<file path="src/rtl/serial_adder.sv">
// Bit-serial adder: one FA cell, registered carry, WIDTH clocks per sum.
// Define SERIAL_ADDER_OVF_EN to add the signed-overflow output OVF.

module fa (
  input  logic A,
  input  logic B,
  input  logic Ci,
  output logic Q,
  output logic Co
);
  assign Q  = A ^ B ^ Ci;
  assign Co = (A & B) | (Ci & (A ^ B));
endmodule

module serial_adder #(
  parameter int WIDTH = 8
) (
  input  logic             CLK,
  input  logic             RST,
  input  logic             START,
  input  logic [WIDTH-1:0] A,
  input  logic [WIDTH-1:0] B,
  input  logic             CI,
  output logic             BUSY,
  output logic             DONE,
  output logic [WIDTH-1:0] Q,
  output logic             CO
`ifdef SERIAL_ADDER_OVF_EN
  ,
  output logic             OVF
`endif
);
  localparam int CNT_W = $clog2(WIDTH);

  typedef enum logic [1:0] {IDLE, RUN, FIN} state_t;

  state_t             state, state_nxt;
  logic [WIDTH-1:0]   sa, sb, sr;
  logic               cr;
  logic [CNT_W-1:0]   cnt;
  logic               fa_q, fa_co;
  logic               load, last;

  fa u_fa (
    .A  (sa[0]),
    .B  (sb[0]),
    .Ci (cr),
    .Q  (fa_q),
    .Co (fa_co)
  );

  assign last = (state == RUN) && (cnt == CNT_W'(WIDTH - 1));

  always_comb begin
    state_nxt = state;
    load      = 1'b0;
    case (state)
      IDLE: begin
        if (START) begin
          load      = 1'b1;
          state_nxt = RUN;
        end
      end
      RUN: begin
        if (last) state_nxt = FIN;
      end
      FIN: begin
        // Accepting here gives the WIDTH+1 cycle back-to-back throughput.
        if (START) begin
          load      = 1'b1;
          state_nxt = RUN;
        end else begin
          state_nxt = IDLE;
        end
      end
      default: state_nxt = IDLE;
    endcase
  end

  // Control: state and registered status flags
  always_ff @(posedge CLK or posedge RST) begin
    if (RST) begin
      state <= IDLE;
      BUSY  <= 1'b0;
      DONE  <= 1'b0;
    end else begin
      state <= state_nxt;
      BUSY  <= (state_nxt == RUN);
      DONE  <= (state_nxt == FIN);
    end
  end

  // Datapath: operand shifters, carry, partial sum and result
  always_ff @(posedge CLK or posedge RST) begin
    if (RST) begin
      sa  <= '0;
      sb  <= '0;
      sr  <= '0;
      cr  <= 1'b0;
      cnt <= '0;
      Q   <= '0;
      CO  <= 1'b0;
    end else if (load) begin
      sa  <= A;
      sb  <= B;
      cr  <= CI;
      cnt <= '0;
    end else if (state == RUN) begin
      sa  <= {1'b0, sa[WIDTH-1:1]};
      sb  <= {1'b0, sb[WIDTH-1:1]};
      cr  <= fa_co;
      sr  <= {fa_q, sr[WIDTH-1:1]};
      cnt <= cnt + 1'b1;
      if (last) begin
        Q  <= {fa_q, sr[WIDTH-1:1]};
        CO <= fa_co;
      end
    end
  end

`ifdef SERIAL_ADDER_OVF_EN
  // On the last bit cr is the carry into the MSB.
  always_ff @(posedge CLK or posedge RST) begin
    if (RST)       OVF <= 1'b0;
    else if (last) OVF <= cr ^ fa_co;
  end
`endif

endmodule

</file>
<file path="config.mk">
export PLATFORM = sky130hd
export DESIGN_NAME = serial_adder
export DESIGN_NICKNAME = d
export VERILOG_FILES = /design/src/rtl/serial_adder.sv
export SDC_FILE = /design/constraint.sdc
export NUM_CORES = 1
export LEC_CHECK = 0
export BUFFER_PORTS_ARGS = -buffer_cell sky130_fd_sc_hd__clkbuf_2
export CORE_MARGIN = 3
export CORE_UTILIZATION = 52
export CTS_BUF_LIST = sky130_fd_sc_hd__clkbuf_4 sky130_fd_sc_hd__clkbuf_8
export DETAILED_ROUTE_END_ITERATION = 10
export HOLD_SLACK_MARGIN = 0.02
export PLACE_DENSITY = 0.85
export SLEW_MARGIN = 20
export SYNTH_ARGS = -nofsm -noshare
export SYNTH_HDL_FRONTEND = slang
export SYNTH_SLANG_ARGS = --single-unit
</file>
<file path="constraint.sdc">
create_clock -name CLK -period 1.3 [get_ports CLK]
set_input_delay 0.065 -clock CLK [delete_from_list [all_inputs] [get_ports CLK]]
set_output_delay 0.065 -clock CLK [all_outputs]
set_load 0.05 [all_outputs]
</file>
==> metrics.txt, run 1 <==
YS warnings 0; power density cells roughly 2400 mW/mm²; WL per Instance 14.73 µm; worst setup path category flip-flop to flip-flop; Placement Rows 20; core area 0.003178 mm²; type of the worst min-delay path input pin to flip-flop; ant diodes 0; Clk Latency, worst-skew pair 0.34 ns; syn nets 178; Core Util, Final 71.93%; violated checks negative setup slack; Most used DFF post-synth dfrtp_1; Initial DRC Count 57; Clock Path Buffers 2; final hold vios 0; Routed Antenna Nets 0; clock slew at reported path FFs around 0.1 ns; Max-cap violations 0; DIE AREA 0.004210 mm²; # DRC 0; average cell area after synthesis 11.63 µm²; cell count after placement 229; pre-CTS setup slack -0.04222 ns; Total Neg Setup Slack -0.05504 ns; Comb power frac between 40% and 50%; design area 0.002286 mm²; critical-path cell list ha_2 > ha_4 > nand2_8 > inv_8 > mux2_4; Die Y 64.89 µm; GRT Overall Usage 20.74%; worst vdd ir 1134 µV; initial antenna violation count 0; # IOs 31; internal power 3.222 mW; largest net degree at the start of global routing 41; Synth cell types 25; Clock Power Share 12.2%; Num CTS Buffers 5; sw frac 41.15%; routability cong. 0.7629; CTS tree built; commonest non-fill, non-tap cell in the layout dfrtp_1; Min Hold Slack roughly 0.044 ns; final setup fails 7; Startpoint Class flip-flop; Total Power 5.474 mW; Starting Density a little under three fifths; crit path capture type flip-flop; switching power 2.252 mW; Mapped Area approximately 0.0018 mm²; IO buf count 30; final setup margin -0.01177 ns; Rel. slew slack 68.09%; H-tree depth 2; unrepaired setup endpoints after global routing yes; outcome complete, but fails checks; max-slew violations 0; DP Area 0.002036 mm²; grt total ovfl 0; vias in the first global route 1477; skew final 0.003656 ns; root buf cell clkbuf_4; Fmax 762.3 MHz; CP peak stage delay 0.37 ns; post-synthesis sequential area ratio a little under three fifths; vias per cell between 5 and 6; Routed Wire Length roughly 3700 µm; nets 232; DR vias approximately 1300; reg2reg setup slack -0.01 ns; CP max-delay cell dfrtp_1; Post-synth EDFFs 0; DP HPWL 2439 µm; final period utilization 100.9%; Arrival @ worst endpoint 1.55 ns; CP Data Required Time 1.54 ns; share of cells above drive strength 1 a little under a third; clock sink total 40; Leakage 1.113 nW; Worst-Margin Slew approximately 0.48 ns; Pre-antenna DRT Iters 4; global-route wire length before repair 6541 µm; Non-Filler Instances 253; min Tclk post-route 1.312 ns; crit-path max FO 8; Post-Syn Instances 155; post-synthesis sequential element count 40; Area growth syn-to-layout 26.79%; Seq pwr share 40.6%; Die X approximately 65 µm; asr flop ratio synth 100.0%; most frequent cells in the layout dfrtp_1 (38), clkbuf_2 (30), nand2_1 (21)
## cell families (layout without fill, tap and decap cells)
group | count (synthesis) | after routing | synth area share, %
buffers and inverters | 20 | 74 | 5.829
xor gates and xnor gates | 1 | 1 | 0.4859
DFF | 40 | 40 | 55.52
and+or+nand+nor | 35 | 35 | 9.784
AOI/OAI and AO/OA | 38 | 38 | 13.32
adders and majority gates | 3 | 3 | 2.498
muxes | 18 | 18 | 12.56
## synthesized netlist by cell type, types with 2 or more instances
cell type   n  area share [%]
a211oi_1    8             3.3
nand2_1    21             4.4
o22ai_1     7             2.4
dfrtp_1    40              56
a22o_1      5             2.4
mux2i_1     8             4.4
inv_1       9             1.9
nor2b_1     9             3.1
nand2b_1    2            0.69
mux2_4      9             7.5
o21ai_0     2            0.56
ha_1        2             1.4
a21oi_1    15             4.2
buf_4       3             1.2
buf_2       5             1.4
## layout make-up
class	instances	area, µm²
multi-input combinational	95	724.4
tap	44	55.05
timing repair buffer	57	392.9
sequential	40	1003
clock buffer	7	65.06
fill	223	892.1
inverter	10	45.04
## layer usage
layer	track usage [%]	up-vias	wire (µm)
met1	24.83	624	1576
met5	0	-	0
met3	4.159	10	154
li1	-	636	-
met4	10.03	0	88
met2	35.50	32	1907
## power by group through the flow
| stage | registers [mW] | clock network [mW] | logic (mW) |
|---|---|---|---|
| after floorplan | 2.65 | 0 | 1.43 |
| after global placement | 2.19 | 0 | 2.35 |
| after detailed placement | 2.23 | 0 | 2.47 |
| after CTS | 2.21 | 0.692 | 2.56 |
| after global routing | 2.30 | 0.743 | 2.84 |
| final | 2.22 | 0.667 | 2.58 |
## worst paths after layout
| path | start | end | cells after the start |
|---|---|---|---|
| min reg2reg | sr[1]$_DFFE_PP0P_ | sr[1]$_DFFE_PP0P_ | 2 |
| max reg2reg | cnt[1]$_DFFE_PP0P_ | Q[2]$_DFFE_PP0P_ | 5 |
| min in group asynchronous | RST | BUSY$_DFF_PP0_ | 4 |
| min | B[4] | sb[4]$_DFFE_PP0P_ | 3 |
| max | cnt[1]$_DFFE_PP0P_ | Q[2]$_DFFE_PP0P_ | 5 |
| max in group asynchronous | RST | state[0]$_DFF_PP0_ | 4 |
## sequential cells by signal, summed over array words and instances (netlist names)
| name | flops |
|---|---|
| cr | 1 |
| DONE | 1 |
| cnt | 3 |
| Q | 8 |
| BUSY | 1 |
| sb | 8 |
| state | 2 |
| sa | 8 |
| CO | 1 |
| sr | 7 |
## worst max-delay path: cells and delay by family (launching register included)
kind	cells	cell delay (ns)
mux	1	0.30
fa+ha+maj	2	0.36
flops	1	0.37
simple gates	1	0.07
buf+inv	1	0.10
## repair_timing
action / 4_1_cts / 5_1_grt
endpoints found under the setup margin: 7 / 18
hold buffers: 16 / 0
setup buffers: 1 / 0
pin swaps: 2 / 0
resized for setup: 4 / 2
endpoints found under the hold margin: 55 / 0
Note: power is estimated with default switching activity, not from simulation.
==> run 2, diff against run 1 <==
--- a/config.mk
+++ b/config.mk
@@ -5,6 +5,7 @@
 export SDC_FILE = /design/constraint.sdc
 export NUM_CORES = 1
 export LEC_CHECK = 0
+export ABC_AREA = 1
 export BUFFER_PORTS_ARGS = -buffer_cell sky130_fd_sc_hd__clkbuf_2
 export CORE_MARGIN = 3
 export CORE_UTILIZATION = 52
@@ -12,6 +13,7 @@
 export DETAILED_ROUTE_END_ITERATION = 10
 export HOLD_SLACK_MARGIN = 0.02
 export PLACE_DENSITY = 0.85
+export SETUP_SLACK_MARGIN = 0.4
 export SLEW_MARGIN = 20
 export SYNTH_ARGS = -nofsm -noshare
 export SYNTH_HDL_FRONTEND = slang
==> metrics.txt, run 2 <==
Yosys top cell area share 54.02% (-1.5 points); violated checks negative setup slack; clock slew at reported path FFs 0.15 ns (+0.05 ns); crit path capture type flip-flop; Fmax 745.2 MHz (-2.3%); synth top area cells dfrtp_1 (54%), nand2_1 (17%), nand3_1 (14%); initial antenna violation count 0 (unchanged); DP HPWL 2447 µm (+0.35%); root buf cell clkbuf_4; nets 317 (+37%); Initial DRC Count 346 (+510%); Startpoint Class flip-flop; final period utilization 103.2% (+2.3 points); min Tclk post-route 1.342 ns (+0.03022 ns); global-route wire length before repair 10160 µm (+55%); DR vias 2214 (+70%); max-slew violations 0 (unchanged); Pre-antenna DRT Iters 5 (+1); most frequent cells in the layout nand2_1 (59), dfrtp_1 (38), nand3_1 (23); main combinational cell family by area after synthesis simple AND/OR/NAND/NOR gates; unrepaired setup endpoints after global routing yes; Core Util, Final 90.25% (+18 points); outcome complete, but fails checks; asr flop ratio synth 100.0% (unchanged); Synth Area in XOR/XNOR 0% (-0.49 points); grt total ovfl 0 (unchanged); Clock Path Buffers 2 (unchanged); power density cells 2757 mW/mm² (+15%); Total Neg Setup Slack -0.06465 ns (-0.009608 ns); WL met2 4005 µm (+110%); ant diodes 0 (unchanged); Synth cell types 19 (-24%); worst vdd ir 2203 µV (+94%); # IOs 31 (unchanged); Non-Filler Instances 341 (+35%); worst setup path category flip-flop to flip-flop; Worst-Margin Slew 0.9152 ns (+0.4366 ns); Starting Density 54.67% (-2.1 points); DIE AREA 0.004316 mm² (+2.5%); vias per cell 6.493 (+26%); top flop regs Q x8, sa x8, sb x8; Routed Wire Length 8507 µm (+130%); Post-Synth Simple-Gate Area 33.83% (+24 points); Mapped Area 0.001853 mm² (+2.8%); cell count after placement 292 (+28%); average cell area after synthesis 8.461 µm² (-27%); CTS tree built; CP Data Required Time 1.59 ns (+0.05 ns); WL per Instance 24.95 µm (+69%); Num CTS Buffers 5 (unchanged); most common cell in the synthesized netlist nand2_1; Leakage 1.524 nW (+37%); vias in the first global route 2000 (+35%); final setup margin -0.04199 ns (-0.03022 ns); post-synthesis sequential element count 40 (unchanged); type of the worst min-delay path input pin to flip-flop; GRT Overall Usage 32.42% (+12 points); Most used DFF post-synth dfrtp_1; Die X 65.70 µm (+1.2%); multiplexer share of the synthesized area 0% (-13 points); max layer used met4; Area growth syn-to-layout 65.09%; compound-cell area share of the yosys netlist 1.080% (-12 points); post-synthesis adder-cell area fraction 2.431% (-0.067 points); YS warnings 0 (unchanged); routability cong. 0.8056 (+5.6%); Arrival @ worst endpoint 1.63 ns (+0.08 ns); Post-Syn Instances 219 (+41%); largest net degree at the start of global routing 25 (-39%); post-synthesis sequential area ratio 54.02% (-1.5 points); # DRC 0 (unchanged); final hold vios 0 (unchanged); skew final 0.03523 ns (+0.03157 ns); Post-synth EDFFs 0 (unchanged); crit-path max FO 5 (-3); most area-hungry cell type in the Yosys netlist dfrtp_1; Max-cap violations 0 (unchanged); metal3 WL 907 µm (+490%); Post-synth top cells nand2_1 (83), nand3_1 (50), dfrtp_1 (40); Die Y 65.70 µm (+1.2%); final setup fails 2 (-5); Min Hold Slack 0.07980 ns (+0.03587 ns); IO buf count 30 (unchanged); core area 0.003390 mm² (+6.7%); clock sink total 40 (unchanged); commonest non-fill, non-tap cell in the layout nand2_1; H-tree depth 2 (unchanged); Routed Antenna Nets 0 (unchanged); share of cells above drive strength 1 50.51% (+19 points); Placement Rows 21 (+5.0%); Rel. slew slack 38.99% (-29 points); syn nets 242 (+36%); Clk Latency, worst-skew pair 0.38 ns (+0.04 ns); met1 WL 2968 µm (+88%)
run 2: cells by family after synthesis:
logic type | count (synthesis)
simple gates | 140
buf+inv | 32
flops | 40
compound gates | 4
fa+ha+maj | 3
run 2: path summary, 6_finish.rpt:
check	startpoint	to	slack, ns	depth (start not counted)
min	A[0]	sa[0]$_DFFE_PP0P_	0.08	5
max	cnt[1]$_DFFE_PP0P_	Q[5]$_DFFE_PP0P_	-0.04	6
min in group asynchronous	RST	Q[5]$_DFFE_PP0P_	0.28	3
min reg2reg	sb[7]$_DFFE_PP0P_	sb[7]$_DFFE_PP0P_	0.54	2
max in group asynchronous	RST	state[1]$_DFF_PP0_	0.54	4
max reg2reg	cnt[1]$_DFFE_PP0P_	Q[5]$_DFFE_PP0P_	-0.04	6
run 2: repair_timing:
item | in CTS | in global routing
resized for setup | 71 | 58
cloned | 7 | 1
hold buffers | 11 | 0
pin swaps | 17 | 28
setup buffers | 15 | 7
hold endpoints to repair | 50 | 0
setup endpoints to repair | 51 | 51
run 2: layer usage:
layer | track usage [%] | vias up
met5 | 0 | -
met4 | 21.76 | 0
met3 | 6.325 | 77
met2 | 50.06 | 236
met1 | 40.94 | 1052
li1 | - | 849
run 2: layout make-up:
| cell class | instances | area, µm² |
|---|---|---|
| clock buffer | 6 | 45.04 |
| timing repair buffer | 74 | 744.5 |
| sequential | 40 | 1003 |
| inverter | 21 | 100.1 |
| fill | 105 | 330.3 |
| clock inverter | 2 | 35.03 |
| multi-input combinational | 152 | 1074 |
| tap | 46 | 57.56 |
run 2: per-stage QoR:
step	worst slack, ns	cell area [µm²]	total power, mW
after floorplan	0.1778	1912	4.223
after global placement	0.1722	2095	4.620
after detailed placement	0.1006	2095	4.726
after CTS	0.1214	2815	6.933
after global routing	-0.09935	3059	8.705
final	-0.04199	3059	8.433
run 2: report_power, final:
part | leakage, nW | internal, mW | total, mW | switching, mW
clock network | 0.0456 | 0.425 | 0.882 | 0.457
registers | 0.503 | 1.80 | 2.45 | 0.655
logic | 0.976 | 2.14 | 5.10 | 2.96
run 2: worst max-delay path, cell delays in order (launching register included):
cell and delay, ns:
dfrtp_1 0.40, ha_2 0.20, ha_4 0.19, inv_6 0.06
nor2_4 0.17, nand2_1 0.08, nand2_1 0.18
==> run 3, diff against run 2 <==
--- a/config.mk
+++ b/config.mk
@@ -8,11 +8,11 @@
 export ABC_AREA = 1
 export BUFFER_PORTS_ARGS = -buffer_cell sky130_fd_sc_hd__clkbuf_2
 export CORE_MARGIN = 3
-export CORE_UTILIZATION = 52
+export CORE_UTILIZATION = 45
 export CTS_BUF_LIST = sky130_fd_sc_hd__clkbuf_4 sky130_fd_sc_hd__clkbuf_8
 export DETAILED_ROUTE_END_ITERATION = 10
 export HOLD_SLACK_MARGIN = 0.02
-export PLACE_DENSITY = 0.85
+export PLACE_DENSITY = 0.76
 export SETUP_SLACK_MARGIN = 0.4
 export SLEW_MARGIN = 20
 export SYNTH_ARGS = -nofsm -noshare
==> metrics.txt, run 3 (same netlist as run 2, synthesis figures left out) <==
largest net degree at the start of global routing 20 (-20%); grt total ovfl 0 (unchanged); DIE AREA 0.004924 mm² (+14%); DP HPWL 2481 µm (+1.4%); final setup margin 0.01253 ns (+0.05453 ns); Die Y 70.17 µm (+6.8%); Pre-antenna DRT Iters 5 (unchanged); CP peak stage delay 0.60 ns (+0.20 ns); CTS tree built; crit path launch cr$_DFFE_PP0P_; max layer used met4; max-slew violations 0 (unchanged); # DRC 0 (unchanged); routability cong. 0.7581 (-5.9%); clock sink total 40 (unchanged); worst setup path category flip-flop to flip-flop; clock slew at reported path FFs 0.09 ns (-0.06 ns); commonest non-fill, non-tap cell in the layout nand2_1; top flop regs Q x8, sa x8, sb x8; Max-cap violations 0 (unchanged); nets 319 (+0.63%); Initial DRC Count 230 (-34%); CP max-delay cell fa_2; vias per cell 5.890 (-9.3%); crit-path max FO 2 (-3); Rel. slew slack 46.12% (+7.1 points); met1 WL 2713 µm (-8.6%); critical-path cell list fa_2 > nand2_1 > o21ai_1; Starting Density 48.43% (-6.2 points); vias in the first global route 1935 (-3.3%); Num CTS Buffers 5 (unchanged); worst vdd ir 1878 µV (-15%); Startpoint Class flip-flop; crit path capture type flip-flop; # IOs 31 (unchanged); Area growth syn-to-layout 69.41%; Crit path max-delay family adder cells; Non-Filler Instances 345 (+1.2%); GRT Overall Usage 25.82% (-6.6 points); Die X 70.17 µm (+6.8%); H-tree depth 2 (unchanged); ant diodes 0 (unchanged); Total Neg Setup Slack 0 ns (+0.06465 ns); final period utilization 99.04% (-4.2 points); DR vias 2032 (-8.2%); FILL cells 195 (+86%); final hold vios 0 (unchanged); Total Power 8.737 mW (+3.6%); global-route wire length before repair 9825 µm (-3.3%); Buf/Inv on CP 0 (-1); Routed Antenna Nets 0 (unchanged); Min Hold Slack 0.08499 ns (+0.005185 ns); WL per Instance 21.59 µm (-13%); final setup fails 0 (-2); Placement Rows 22 (+4.8%); root buf cell clkbuf_8; WL met2 3584 µm (-11%); RR Startpoint cr$_DFFE_PP0P_; type of the worst min-delay path input pin to flip-flop; Arrival @ worst endpoint 1.51 ns (-0.12 ns); Routed Wire Length 7448 µm (-12%); unrepaired setup endpoints after global routing yes; initial antenna violation count 0 (unchanged); most frequent cells in the layout nand2_1 (62), dfrtp_1 (38), nand3_2 (24); CP Data Required Time 1.52 ns (-0.07 ns); IO buf count 30 (unchanged); skew final 0.01449 ns (-0.02074 ns); metal3 WL 602 µm (-34%); Worst-Margin Slew 0.8082 ns (-0.1070 ns); share of cells above drive strength 1 53.54% (+3.0 points); cell count after placement 292 (unchanged); pre-CTS setup slack 0.1336 ns (+0.03305 ns); Leakage 1.583 nW (+3.9%); Clock Path Buffers 2 (unchanged); outcome completed; min Tclk post-route 1.287 ns (-0.05453 ns); Hold Path Origin A[2]; core area 0.003826 mm² (+13%); power density cells 2783 mW/mm² (+0.95%); Fmax 776.7 MHz (+4.2%); Clk Latency, worst-skew pair 0.31 ns (-0.07 ns)
## run 3: changes by cell type in the layout (fill, tap and decap cells not counted), sizes merged
cell / change
bufinv: -1
inv: -1
clkbuf: +3
dlygate4sd3: -8
clkinv: +2
buf: +8
nand2: -1
## run 3: cell type report
cell class | instances | area (µm²) | share of cell area (%)
Multi-Input combinational cell | 151 | 1042 | 33.20
Inverter | 21 | 102.6 | 3.268
Sequential cell | 40 | 1003 | 31.96
Timing Repair inverter | 2 | 32.53 | 1.036
Tap cell | 48 | 60.06 | 1.913
Timing Repair Buffer | 75 | 800.8 | 25.51
Clock buffer | 8 | 97.59 | 3.109
## run 3: power breakdown
part | switching [mW] | total [mW] | internal [mW]
Combinational | 2.94 | 5.48 | 2.55
Sequential | 0.526 | 2.33 | 1.80
Clock | 0.448 | 0.923 | 0.475
Total | 3.91 | 8.74 | 4.82
## run 3: through the flow
step	util [%]	area [µm²]
after floorplan	-	1912
after global placement	54.74	2095
after detailed placement	54.74	2095
after CTS	75.44	2887
after global routing	82.05	3139
final	82.05	3139
## run 3: repair_timing
action / CTS / global route
setup buffers: 23 / 8
hold endpoints to repair: 42 / 0
hold buffers: 3 / 0
setup endpoints to repair: 51 / 51
gates resized for setup: 83 / 55
cloned: 10 / 1
pin swaps: 26 / 20
## run 3: worst paths after layout
kind	endpoint	slack, ns	cells past startpoint
worst max-delay path	sr[7]$_DFFE_PP0P_	0.01	3
worst min-delay path	sa[2]$_DFFE_PP0P_	0.08	5
worst max register to register	sr[7]$_DFFE_PP0P_	0.01	3
worst min register to register	sr[1]$_DFFE_PP0P_	0.49	2
max in group asynchronous	state[0]$_DFF_PP0_	0.59	4
min in group asynchronous	cr$_DFFE_PP0P_	0.24	3
## run 3: worst reg2reg max path, cell delays in order, from the launching register on
cell and delay, ns:
dfrtp_1 0.42, fa_2 0.60, nand2_1 0.07, o21ai_1 0.10
## run 3: routing by layer
metal | up-vias | track usage, %
met2 | 121 | 43.02
met5 | - | 0
met1 | 997 | 32.26
met4 | 0 | 10.85
li1 | 858 | -
met3 | 56 | 5.612
